**config.mk**
```make
export PLATFORM = sky130hd
export DESIGN_NAME = branch_predict_unit_flat
export DESIGN_NICKNAME = d
export VERILOG_FILES = /design/src/rtl/branch_predict_unit_pkg.sv /design/src/rtl/branch_predict_unit_if.sv /design/src/rtl/branch_predict_unit_cond_eval.sv /design/src/rtl/branch_predict_unit.sv /design/src/flat_wrapper.sv
export SDC_FILE = /design/constraint.sdc
export NUM_CORES = 1
export LEC_CHECK = 0
export ABC_AREA = 1
export CAP_MARGIN = 20
export CORE_MARGIN = 4
export CORE_UTILIZATION = 40
export DETAILED_ROUTE_END_ITERATION = 10
export SLEW_MARGIN = 0
export SYNTH_ARGS = -nofsm -noshare
export SYNTH_HDL_FRONTEND = slang
export SYNTH_SLANG_ARGS = --single-unit
```
**constraint.sdc**
```tcl
create_clock -name clk -period 12.6 [get_ports clk]
set_input_delay 1.89 -clock clk [delete_from_list [all_inputs] [get_ports clk]]
set_output_delay 1.89 -clock clk [all_outputs]
set_load 0.01 [all_outputs]
```
**src/rtl/branch_predict_unit_pkg.sv**
```systemverilog
// Shared LEGv8 branch-decode constants for branch_predict_unit and cond_eval.
// The opcode-field width macros mirror opcode.vh so this slice elaborates on its own.
`ifndef OPCODESIZE
`define OPCODESIZE 11
`endif
`ifndef REGADDRSIZE
`define REGADDRSIZE 5
`endif
`ifndef FLAGSIZE
`define FLAGSIZE 4
`endif

package branch_predict_unit_pkg;

    // B.cond condition codes, evaluated against NZVC
    typedef enum logic [3:0] {
        COND_EQ = 4'h0, COND_NE = 4'h1, COND_HS = 4'h2, COND_LO = 4'h3,
        COND_MI = 4'h4, COND_PL = 4'h5, COND_VS = 4'h6, COND_VC = 4'h7,
        COND_HI = 4'h8, COND_LS = 4'h9, COND_GE = 4'hA, COND_LT = 4'hB,
        COND_GT = 4'hC, COND_LE = 4'hD, COND_AL = 4'hE, COND_NV = 4'hF
    } cond_e;

    localparam logic [`OPCODESIZE-1:0] B_MASK       = 11'b111111_00000;
    localparam logic [`OPCODESIZE-1:0] B_BITSET     = 11'b000101_00000;
    localparam logic [`OPCODESIZE-1:0] CB_MASK      = 11'b1111111_0000;
    localparam logic [`OPCODESIZE-1:0] CB_BITSET    = 11'b1011010_0000;
    localparam logic [`OPCODESIZE-1:0] BFLAG_MASK   = 11'b11111111_000;
    localparam logic [`OPCODESIZE-1:0] BFLAG_BITSET = 11'b01010100_000;

    // Weakly-not-taken: the value just below the taken threshold
    function automatic int unsigned ctr_reset_val(input int unsigned bits);
        return (32'd1 << (bits - 1)) - 32'd1;
    endfunction

endpackage

```
**src/rtl/branch_predict_unit_if.sv**
```systemverilog
// Fetch/execute-facing signals of branch_predict_unit.
// Stat outputs exist only when BRANCH_STATS_EN is defined.
interface branch_predict_unit_if #(
    parameter int PCWIDTH = 64
);
    logic                    f_valid;
    logic [PCWIDTH-1:0]      f_pc;
    logic                    p_valid;
    logic                    p_taken;
    logic                    x_valid;
    logic [PCWIDTH-1:0]      x_pc;
    logic [`OPCODESIZE-1:0]  x_opcode;
    logic [`REGADDRSIZE-1:0] x_rd;
    logic [`FLAGSIZE-1:0]    x_flags;
    logic                    x_zero;
    logic                    x_predicted;
    logic                    x_branch;
    logic                    mispredict;
    logic                    mispredict_taken;
`ifdef BRANCH_STATS_EN
    logic [31:0]             stat_branches;
    logic [31:0]             stat_mispredicts;
`endif

    modport master (
        output f_valid, f_pc, x_valid, x_pc, x_opcode, x_rd, x_flags, x_zero, x_predicted,
        input  p_valid, p_taken, x_branch, mispredict, mispredict_taken
`ifdef BRANCH_STATS_EN
        , stat_branches, stat_mispredicts
`endif
    );

    modport slave (
        input  f_valid, f_pc, x_valid, x_pc, x_opcode, x_rd, x_flags, x_zero, x_predicted,
        output p_valid, p_taken, x_branch, mispredict, mispredict_taken
`ifdef BRANCH_STATS_EN
        , stat_branches, stat_mispredicts
`endif
    );
endinterface

```
**src/rtl/branch_predict_unit_cond_eval.sv**
```systemverilog
// cond_eval: NZVC flags plus B.cond condition code -> taken. Codes 0xE/0xF never taken.
module cond_eval
    import branch_predict_unit_pkg::*;
(
    input  logic [`FLAGSIZE-1:0] flags,
    input  logic [3:0]           cond,
    output logic                 taken
);
    logic n, z, v, c;
    assign {n, z, v, c} = flags;

    always_comb begin
        taken = 1'b0;
        case (cond_e'(cond))
            COND_EQ: taken = z;
            COND_NE: taken = ~z;
            COND_HS: taken = c;
            COND_LO: taken = ~c;
            COND_MI: taken = n;
            COND_PL: taken = ~n;
            COND_VS: taken = v;
            COND_VC: taken = ~v;
            COND_HI: taken = c & ~z;
            COND_LS: taken = ~(c & ~z);
            COND_GE: taken = (n == v);
            COND_LT: taken = (n != v);
            COND_GT: taken = ~z & (n == v);
            COND_LE: taken = ~(~z & (n == v));
            default: taken = 1'b0;
        endcase
    end
endmodule

```
**src/rtl/branch_predict_unit.sv**
```systemverilog
// Branch resolve + PC-indexed saturating-counter predictor with registered mispredict.
// Optional BRANCH_STATS_EN adds saturating branch/mispredict counters.
module branch_predict_unit
    import branch_predict_unit_pkg::*;
#(
    parameter int PCWIDTH = 64,
    parameter int DEPTH   = 64,
    parameter int CTRBITS = 2
) (
    input logic clk,
    input logic rst,
    branch_predict_unit_if.slave bus
);
    localparam int IDXBITS = $clog2(DEPTH);
    localparam logic [CTRBITS-1:0] CTR_INIT = CTRBITS'(ctr_reset_val(CTRBITS));
    localparam logic [CTRBITS-1:0] CTR_MAX  = '1;
    localparam logic [CTRBITS-1:0] CTR_ONE  = CTRBITS'(1);

    logic [CTRBITS-1:0] ctr [DEPTH];

    logic [IDXBITS-1:0] f_idx, x_idx;
    logic [CTRBITS-1:0] x_ctr;
    logic [`OPCODESIZE-1:0] op;
    logic is_uncond, is_cbr, is_fbr, is_branch, cond_taken, taken_raw, x_branch;
    logic mispred_d, upd;
    logic vld_p1, taken_p1, mispred_p1, mispred_taken_p1;
    logic unused_bits;

    assign f_idx = bus.f_pc[IDXBITS+1:2];
    assign x_idx = bus.x_pc[IDXBITS+1:2];
    assign x_ctr = ctr[x_idx];
    assign op    = bus.x_opcode;

    // PC bits outside the index are deliberately aliased away
    assign unused_bits = ^{bus.f_pc[PCWIDTH-1:IDXBITS+2], bus.f_pc[1:0],
                           bus.x_pc[PCWIDTH-1:IDXBITS+2], bus.x_pc[1:0], bus.x_rd[4]};

    cond_eval u_cond_eval (
        .flags (bus.x_flags),
        .cond  (bus.x_rd[3:0]),
        .taken (cond_taken)
    );

    assign is_uncond = (op & B_MASK) == B_BITSET;
    assign is_cbr    = (op & CB_MASK) == CB_BITSET;
    assign is_fbr    = (op & BFLAG_MASK) == BFLAG_BITSET;
    assign is_branch = is_uncond | is_cbr | is_fbr;

    // opcode[3] separates CBNZ (1) from CBZ (0)
    assign taken_raw = is_uncond
                     | (is_cbr & ((~op[3] & bus.x_zero) | (op[3] & ~bus.x_zero)))
                     | (is_fbr & cond_taken);
    assign x_branch  = bus.x_valid & is_branch & taken_raw;
    assign upd       = bus.x_valid & is_branch;
    assign mispred_d = bus.x_valid & (x_branch != bus.x_predicted);

    // stage p1: prediction, table update, mispredict report
    always_ff @(posedge clk or posedge rst) begin
        if (rst) begin
            for (int i = 0; i < DEPTH; i++) ctr[i] <= CTR_INIT;
            vld_p1           <= 1'b0;
            taken_p1         <= 1'b0;
            mispred_p1       <= 1'b0;
            mispred_taken_p1 <= 1'b0;
        end else begin
            vld_p1           <= bus.f_valid;
            taken_p1         <= bus.f_valid & ctr[f_idx][CTRBITS-1];
            mispred_p1       <= mispred_d;
            mispred_taken_p1 <= mispred_d & x_branch;
            if (upd) begin
                if (taken_raw) begin
                    if (x_ctr != CTR_MAX) ctr[x_idx] <= x_ctr + CTR_ONE;
                end else begin
                    if (x_ctr != '0) ctr[x_idx] <= x_ctr - CTR_ONE;
                end
            end
        end
    end

    assign bus.p_valid          = vld_p1;
    assign bus.p_taken          = taken_p1;
    assign bus.x_branch         = x_branch;
    assign bus.mispredict       = mispred_p1;
    assign bus.mispredict_taken = mispred_taken_p1;

`ifdef BRANCH_STATS_EN
    logic [31:0] stat_br_p1, stat_mp_p1;

    always_ff @(posedge clk or posedge rst) begin
        if (rst) begin
            stat_br_p1 <= '0;
            stat_mp_p1 <= '0;
        end else begin
            if (upd && stat_br_p1 != '1)       stat_br_p1 <= stat_br_p1 + 32'd1;
            if (mispred_d && stat_mp_p1 != '1) stat_mp_p1 <= stat_mp_p1 + 32'd1;
        end
    end

    assign bus.stat_branches    = stat_br_p1;
    assign bus.stat_mispredicts = stat_mp_p1;
`endif
endmodule

```
**src/flat_wrapper.sv**
```systemverilog
// flat-port wrapper written by rule: the top's interface ports become plain ports
module branch_predict_unit_flat import branch_predict_unit_pkg::*;
#(
    parameter int PCWIDTH = 64,
    parameter int DEPTH   = 64,
    parameter int CTRBITS = 2
)
  (clk, rst, bus_f_valid, bus_f_pc, bus_x_valid, bus_x_pc, bus_x_opcode, bus_x_rd, bus_x_flags, bus_x_zero, bus_x_predicted, bus_p_valid, bus_p_taken, bus_x_branch, bus_mispredict, bus_mispredict_taken);
  branch_predict_unit_if #(.PCWIDTH(PCWIDTH)) bus_i ();
  input logic clk;
  input logic rst;
  input wire logic [$bits(bus_i.f_valid)-1:0] bus_f_valid;
  input wire logic [$bits(bus_i.f_pc)-1:0] bus_f_pc;
  input wire logic [$bits(bus_i.x_valid)-1:0] bus_x_valid;
  input wire logic [$bits(bus_i.x_pc)-1:0] bus_x_pc;
  input wire logic [$bits(bus_i.x_opcode)-1:0] bus_x_opcode;
  input wire logic [$bits(bus_i.x_rd)-1:0] bus_x_rd;
  input wire logic [$bits(bus_i.x_flags)-1:0] bus_x_flags;
  input wire logic [$bits(bus_i.x_zero)-1:0] bus_x_zero;
  input wire logic [$bits(bus_i.x_predicted)-1:0] bus_x_predicted;
  output wire logic [$bits(bus_i.p_valid)-1:0] bus_p_valid;
  output wire logic [$bits(bus_i.p_taken)-1:0] bus_p_taken;
  output wire logic [$bits(bus_i.x_branch)-1:0] bus_x_branch;
  output wire logic [$bits(bus_i.mispredict)-1:0] bus_mispredict;
  output wire logic [$bits(bus_i.mispredict_taken)-1:0] bus_mispredict_taken;
  assign bus_i.f_valid = bus_f_valid;
  assign bus_i.f_pc = bus_f_pc;
  assign bus_i.x_valid = bus_x_valid;
  assign bus_i.x_pc = bus_x_pc;
  assign bus_i.x_opcode = bus_x_opcode;
  assign bus_i.x_rd = bus_x_rd;
  assign bus_i.x_flags = bus_x_flags;
  assign bus_i.x_zero = bus_x_zero;
  assign bus_i.x_predicted = bus_x_predicted;
  assign bus_p_valid = bus_i.p_valid;
  assign bus_p_taken = bus_i.p_taken;
  assign bus_x_branch = bus_i.x_branch;
  assign bus_mispredict = bus_i.mispredict;
  assign bus_mispredict_taken = bus_i.mispredict_taken;
  branch_predict_unit #(.PCWIDTH(PCWIDTH), .DEPTH(DEPTH), .CTRBITS(CTRBITS)) u_core (.clk(clk), .rst(rst), .bus(bus_i));
endmodule
```
==> run summary, run 1 <==
## Detailed routing
* 5.82 — Via-to-Cell Ratio
* 0 — total DRC errors in the routed layout
* 5 — count of TritonRoute iterations in the first routing pass
* 19.5 um — DR WL/cell
* 910 — number of DRC violations after detailed-routing iteration 0
* 0 — Antenna Nets Post-Route
* 29,100 um — drt total wl
* 8,712 — via count

## Timing
* 0.282 — worst slew margin relative to its limit
* 0 ns — total negative slack
* 0.568 — period utilization
* false — setup repair after global routing missed its margin
* 0.0109 ns — clock skew after layout
* 0.460 ns — WHS
* 1.07 ns — Slew @ Worst Pin
* 140 MHz — upper clock frequency limit
* 0 — final hold violation count
* 0 — final number of max-transition violations
* 0 — Setup Viol. Count Final
* 7.15 ns — final worst path period need

## Worst setup path
* sky130_fd_sc_hd__nand3_1 — crit path max-delay cell type
* 0.97 ns — stage delay of the slowest cell on the critical path
* 8.82 ns — reg-to-reg slack, setup
* 65 — critical path fanouts, max
* flop — CP Capture Type
* sky130_fd_sc_hd__nand2_1 — most frequent CP cell
* input port — startpoint types
* clkdlybuf4s50_1, buf_4, inv_1, nand3_1, o2111ai_1, o21ai_0, nand2_1, nor2_1, nand2_1, inv_1, ha_1, nand3_2, buf_4, nand2_1, nor2_4, buf_4, nand3_1, nand2_1 — list of cells traversed by the critical path
* 12.97 ns — critical path data required time
* 18 — Stages on worst setup path
* in -> reg — kind of critical path
* u_core.ctr[27] — endpoint of the most critical register-to-register path
* 17 — worst-case reg-to-reg path depth
* 6 — number of buffer and inverter instances along the worst setup path
* bus_x_pc[4] — startpoint of the worst setup timing path
* buffers and inverters — kind of cell adding the most delay to the critical path
* 7.53 ns — Worst Path Arrival

## Synth
* 1,376 — Mapped Nets
* 132 — synthesis-stage register bit count
* 0 — synth warn
* 1,220 — cell count after synthesis
* simple AND/OR/NAND/NOR gates — largest family of logic cells by synthesized area
* 37 — number of library cell types mapped by synthesis
* 0.00294 — area share of fa/ha/maj cells after synthesis
* 0.428 — simple-gate area share of the yosys netlist
* 0.00851 mm^2 — post-synthesis cell area
* sky130_fd_sc_hd__dfrtp_1 — Yosys top cell by area
* 0.398 — fraction of the yosys area taken by sequential cells
* 0.200 — share of the synthesized area in the top cell type
* 0.00103 — xor/xnor cell area share of the yosys netlist
* 6.98 um^2 — synthesized area per cell
* 0.0788 — complex-gate fraction of the synthesized area
* 0 — mux contribution to synthesized area
* sky130_fd_sc_hd__dfrtp_1 (20%), sky130_fd_sc_hd__dfstp_2 (20%), sky130_fd_sc_hd__nand2_1 (18%), sky130_fd_sc_hd__nand4_1 (10%), sky130_fd_sc_hd__nor2_1 (7.1%) — leading post-synthesis cells by cell area

## Global route
* 0.0464 — routing usage on met3
* 79 — maximum number of pins on one net before global-route repair
* 0.384 — Global Route met2 Usage
* met2 — GR peak layer
* 8,121 — via count of the first global-routing pass
* 46,000 um — global-route wire length before repair
* 0 — global route overflow
* 0 — antenna violations before repair
* 0.341 — global routing usage on met1
* 0.246 — global-route usage over all layers

## Placement
* 15,800 um — final HPWL from detailed placement
* 0.824 — global placer's final weighted congestion
* 38 — input/output buffers
* 0.00882 mm^2 — total placed instance area

## Power and ir drop
* 4.27 nW — leakage power figure
* 114 mW/mm^2 — power density over the cells
* 0.447 — clock network fraction of total power
* 0.299 — share of total power consumed by net switching
* 0.403 — Sequential Power Share
* 1.07 mW — Power Total
* 0.000105 V — peak supply drop
* 0.150 — Comb pwr share
* 320 uW — switching pwr
* 748 uW — cell-internal power

## Hold path
* 2 — Cells on Worst Hold Path
* reg -> reg — class of the worst hold path

## Run status
* complete, no violations — outcome

## Cells and area
* 1,365 — final net count
* 0.00936 mm^2 — post-layout instance area
* 10.0% — synthesis-to-layout area growth
* 0.447 — core occupancy in the finished layout
* 0 — Antenna diodes
* 0.102 — share of final-layout standard cells stronger than drive strength 1

## CTS
* sky130_fd_sc_hd__clkbuf_16 — CTS root buf
* 132 — total clock sinks
* 0 — total setup buffers inserted after CTS
* done — CTS tree
* 0.44 ns — Clock Latency Late Sink
* 0.06 ns — clock slew at reported path FFs
* 0 — CTS-repair resized insts
* 17 — total clock buffers created by CTS
* 4 — H-tree levels
* 0 — cts-stage hold buffer count
* 2 — maximum number of buffers from clock root to sink

## Floorplanning
* 53 — row cnt
* 0.0237 mm^2 — total die area
* 154 um — Die Height
* 0.0210 mm^2 — placeable core area
* 159 — ports placed on the boundary
* 0.406 — effective utilization at floorplan
* 154 um — Die X

## Job
* 0 — max-cap violations

-- cells in the final DEF, fill, tap and decap left out, types with 4 or more instances in the layout --
master and instances:
sky130_fd_sc_hd__o22ai_1 7, sky130_fd_sc_hd__inv_2 4, sky130_fd_sc_hd__nand3_2 6, sky130_fd_sc_hd__o21ai_0 27, sky130_fd_sc_hd__dfrtp_1 68, sky130_fd_sc_hd__inv_1 61
sky130_fd_sc_hd__nor2_1 162, sky130_fd_sc_hd__clkbuf_1 6, sky130_fd_sc_hd__nand3_1 95, sky130_fd_sc_hd__nand2_1 401, sky130_fd_sc_hd__o21ai_1 29, sky130_fd_sc_hd__o211ai_1 5
sky130_fd_sc_hd__clkbuf_16 17, sky130_fd_sc_hd__a211oi_1 9, sky130_fd_sc_hd__o2111ai_1 4, sky130_fd_sc_hd__a21oi_1 23, sky130_fd_sc_hd__nand4_1 139, sky130_fd_sc_hd__nand2_4 4
sky130_fd_sc_hd__dfstp_2 64, sky130_fd_sc_hd__clkdlybuf4s50_1 37, sky130_fd_sc_hd__nor3_1 11, sky130_fd_sc_hd__buf_4 13, sky130_fd_sc_hd__clkinv_2 6
-- Yosys cell counts (all sizes together) --
master and count:
o21a 1, nand3b 2, dfrtp 68, o21ai 56, o211ai 5, o21bai 3
o2111ai 4, nor2 164, ha 2, o22ai 7, o2bb2ai 1, dfstp 64
buf 66, a21boi 1, nor3 11, clkbuf 15, a211oi 9, nand3 101
o221ai 2, a21oi 24, nand4 139, nand2 406, xnor2 1, inv 67
a22oi 1
-- per-stage QoR --
step,setup WS [ns],instances
6_report,5.45,1497
5_1_grt,5.31,1497
4_1_cts,5.64,1497
3_5_place_dp,5.20,1465
3_3_place_gp,5.17,1465
2_1_floorplan,7.29,1220
-- cell type report --
class                      count  area, um^2
clock buffer                  26         489
multi-input combinational    940        4360
sequential                   132        3380
fill                        2187       11600
timing repair buffer          51         473
clock inverter                 6        55.1
inverter                      67         258
tap                          275         344
-- power groups by stage --
stage / sequential [mW] / clock, mW / combinational, mW
after detailed placement: 0.437 / 0 / 0.158
after global placement: 0.437 / 0 / 0.158
final: 0.430 / 0.477 / 0.160
after CTS: 0.430 / 0.484 / 0.159
after floorplan: 0.437 / 0 / 0.108
after global routing: 0.430 / 0.502 / 0.171
-- worst min-delay path, delay by kind of cell, from the launching register on --
kind             cells  cell delay, ns
AND/OR/NAND/NOR      2            0.09
flip-flops           1            0.36
-- per-layer routing --
metal  vias up  wire (um)
met5         -          0
met2       389      13500
met3        58       2290
li1       4093          -
met1      4172      12800
met4         0        604
-- cell families (layout without fill, tap and decap cells) --
family,after synthesis,in the layout
flip-flops,132,132
buffers and inverters,148,150
AND/OR/NAND/NOR,823,823
XOR/XNOR,1,1
AO/OA/AOI/OAI,114,114
adder cells (fa/ha/maj),2,2
-- worst max-delay path by stage --
stage	endpoint	slack, ns
CTS	u_core.ctr[109]	5.64
floorplan	u_core.bus.mispredict	7.29
finish	u_core.ctr[27]	5.45
global route	u_core.ctr[121]	5.31
global placement	u_core.ctr[81]	5.17
detailed placement	u_core.ctr[109]	5.20
Note: power is estimated with default switching activity, not from simulation.
==> inputs of run 2 (changes only) <==
==> constraint.sdc (replaced) <==
create_clock -name clk -period 7.5 [get_ports clk]
set_input_delay 1.125 -clock clk [delete_from_list [all_inputs] [get_ports clk]]
set_output_delay 1.125 -clock clk [all_outputs]
set_load 0.01 [all_outputs]
==> run 2 against run 1 <==
Register-to-register slack worse by 4.3 ns. Count of clock-buffer cells in the layout decreased by 7. Clock power increased by 100%. Sequential share of layout area fell by 0.84 points.
==> run summary, run 2 (synthesis gave the netlist of run 1 again) <==
## Power and ir drop
* 0.142 — Comb pwr share, was 0.150
* 0.000134 V — peak supply drop, was 0.000105 V
* 0.490 — clock network fraction of total power, was 0.447
* 1.42 mW — cell-internal power, was 748 uW
* 205 mW/mm^2 — power density over the cells, was 114 mW/mm^2
* 4.37 nW — leakage power figure, was 4.27 nW
* 547 uW — switching pwr, was 320 uW
* 0.368 — Sequential Power Share, was 0.403
* 0.278 — share of total power consumed by net switching, was 0.299

## Cells and area
* sky130_fd_sc_hd__nand2_1 (401), sky130_fd_sc_hd__nor2_1 (162), sky130_fd_sc_hd__nand4_1 (139) — commonest cells after routing, fill and taps aside, unchanged
* 1,505 — Final Non-Filler Cells, was 1,497
* 2,161 — filler instances, was 2,187
* 0.112 — share of final-layout standard cells stronger than drive strength 1, was 0.102
* 12.7% — synthesis-to-layout area growth, was 10.0%
* 1,373 — final net count, was 1,365
* 0.00959 mm^2 — post-layout instance area, was 0.00936 mm^2
* 0 — Antenna diodes, unchanged
* sky130_fd_sc_hd__nand2_1 — most common cell after layout, fill and taps aside, unchanged

## CTS
* 0 — cts-stage hold buffer count, unchanged
* 0.43 ns — Clock Latency Late Sink, was 0.44 ns
* 4 — H-tree levels, unchanged
* 0 — CTS-repair resized insts, unchanged
* done — CTS tree, unchanged
* 0.06 ns — clock slew at reported path FFs, about the same
* 17 — total clock buffers created by CTS, unchanged
* 132 — total clock sinks, unchanged
* 0 — total setup buffers inserted after CTS, unchanged
* 2 — maximum number of buffers from clock root to sink, unchanged
* sky130_fd_sc_hd__clkbuf_16 — CTS root buf, unchanged

## Job
* 0 — max-cap violations, unchanged

## Floorplanning
* 159 — ports placed on the boundary, unchanged
* 154 um — Die Height, unchanged
* 154 um — Die X, unchanged
* 0.0237 mm^2 — total die area, unchanged
* 0.0210 mm^2 — placeable core area, unchanged
* 53 — row cnt, unchanged
* 0.406 — effective utilization at floorplan, unchanged

## Timing
* 4.87 ns — final worst path period need
* 0 — final number of max-transition violations, unchanged
* 0 ns — total negative slack, unchanged
* 0 — final hold violation count, unchanged
* 0.288 — worst slew margin relative to its limit, was 0.282
* 0.0103 ns — clock skew after layout, was 0.0109 ns
* false — setup repair after global routing missed its margin, unchanged
* 2.63 ns — setup slack after layout, was 5.45 ns
* 0.649 — period utilization
* 205 MHz — upper clock frequency limit
* 0 — Setup Viol. Count Final, unchanged
* 0.459 ns — WHS, was 0.460 ns
* 1.07 ns — Slew @ Worst Pin, about the same

## Worst setup path
* bus_x_pc[3] — startpoint of the worst setup timing path, was bus_x_pc[4]
* 0.52 ns — stage delay of the slowest cell on the critical path, was 0.97 ns
* input port — startpoint types, unchanged
* clkdlybuf4s50_1, inv_2, nand3_2, inv_2, nand2_1, o21ai_0, a21oi_1, nand4_1, nand2_1, nand2_1, nor2_1, nand2_1, inv_1, ha_1, nand3_2, buf_4, nand4_1, nand2_1, nand2_1 — list of cells traversed by the critical path, was clkdlybuf4s50_1, buf_4, inv_1, nand3_1, o2111ai_1, o21ai_0, nand2_1, nor2_1, nand2_1, inv_1, ha_1, nand3_2, buf_4, nand2_1, nor2_4, buf_4, nand3_1, nand2_1
* 15 — worst-case reg-to-reg path depth, was 17
* 7.81 ns — critical path data required time, was 12.97 ns
* in -> reg — kind of critical path, unchanged
* 28 — critical path fanouts, max, was 65
* sky130_fd_sc_hd__nand2_1 — most frequent CP cell, unchanged
* u_core.ctr[53] — endpoint of the most critical register-to-register path, was u_core.ctr[27]
* 4.55 ns — reg-to-reg slack, setup, was 8.82 ns
* sky130_fd_sc_hd__nand3_2 — crit path max-delay cell type, was sky130_fd_sc_hd__nand3_1
* flop — CP Capture Type, unchanged
* 5.18 ns — Worst Path Arrival, was 7.53 ns

## Placement
* 16,900 um — final HPWL from detailed placement, was 15,800 um
* 0.00891 mm^2 — total placed instance area, was 0.00882 mm^2
* 1,473 — Placed Instances, was 1,465
* 0.844 — global placer's final weighted congestion, was 0.824
* 2.32 ns — pre-CTS setup slack, was 5.20 ns
* 38 — input/output buffers, unchanged

## Detailed routing
* 8,624 — via count, was 8,712
* 0 — Antenna Nets Post-Route, unchanged
* 19.4 um — DR WL/cell, was 19.5 um
* 29,100 um — drt total wl, about the same
* 5.73 — Via-to-Cell Ratio, was 5.82
* 846 — number of DRC violations after detailed-routing iteration 0, was 910
* 0 — total DRC errors in the routed layout, unchanged
* 5 — count of TritonRoute iterations in the first routing pass, unchanged

## Global route
* 0.245 — global-route usage over all layers, was 0.246
* 46,100 um — global-route wire length before repair, was 46,000 um
* 0 — antenna violations before repair, unchanged
* 8,333 — via count of the first global-routing pass, was 8,121
* 0 — global route overflow, unchanged
* 97 — maximum number of pins on one net before global-route repair, was 79

## Hold path
* 2 — Cells on Worst Hold Path, unchanged
* reg -> reg — class of the worst hold path, unchanged

## Run status
* complete, no violations — outcome, unchanged

## run 2: worst max-delay path by stage
stage	end	slack, ns	cells after the start
after floorplan	u_core.bus.mispredict	2.95	1
after global placement	u_core.ctr[95]	2.31	17
after detailed placement	u_core.ctr[59]	2.32	19
after CTS	u_core.ctr[83]	2.74	20
after global routing	u_core.ctr[75]	2.46	19
final	u_core.ctr[53]	2.63	19
## run 2: routing by layer
layer	track usage	vias up	wire (um)
met5	0	-	0
met4	0.101	0	836
met3	0.0515	64	2250
met2	0.382	358	13300
met1	0.333	4092	12700
li1	-	4110	-
## run 2: through the flow
stage	power [mW]	utilization
after detailed placement	1.01	0.425
final	1.97	0.458
after global routing	2.03	0.458
after CTS	1.97	0.458
after floorplan	0.916	-
after global placement	1.01	0.425
## run 2: area by class of cell
class	instances	area (um^2)	share of cell area
clock inverters	13	230	0.0240
flip-flops and latches	132	3380	0.353
multi-input cells	940	4350	0.453
repair buffers	59	583	0.0608
well taps	275	344	0.0359
clock buffers	19	443	0.0462
inverters	67	258	0.0269
## run 2: critical path, delay by kind of cell
kind            cells  cell delay (ns)
fa+ha+maj           1             0.20
compound gates      2             0.15
buf+inv             5             1.84
simple gates       11             1.84
## run 2: power by group through the flow
stage          Sequential (mW)  Combinational (mW)  Clock, mW
2_1_floorplan            0.734               0.182          0
3_3_place_gp             0.734               0.273          0
3_5_place_dp             0.734               0.273          0
4_1_cts                  0.723               0.274      0.974
5_1_grt                  0.723               0.296       1.01
6_report                 0.723               0.279      0.964
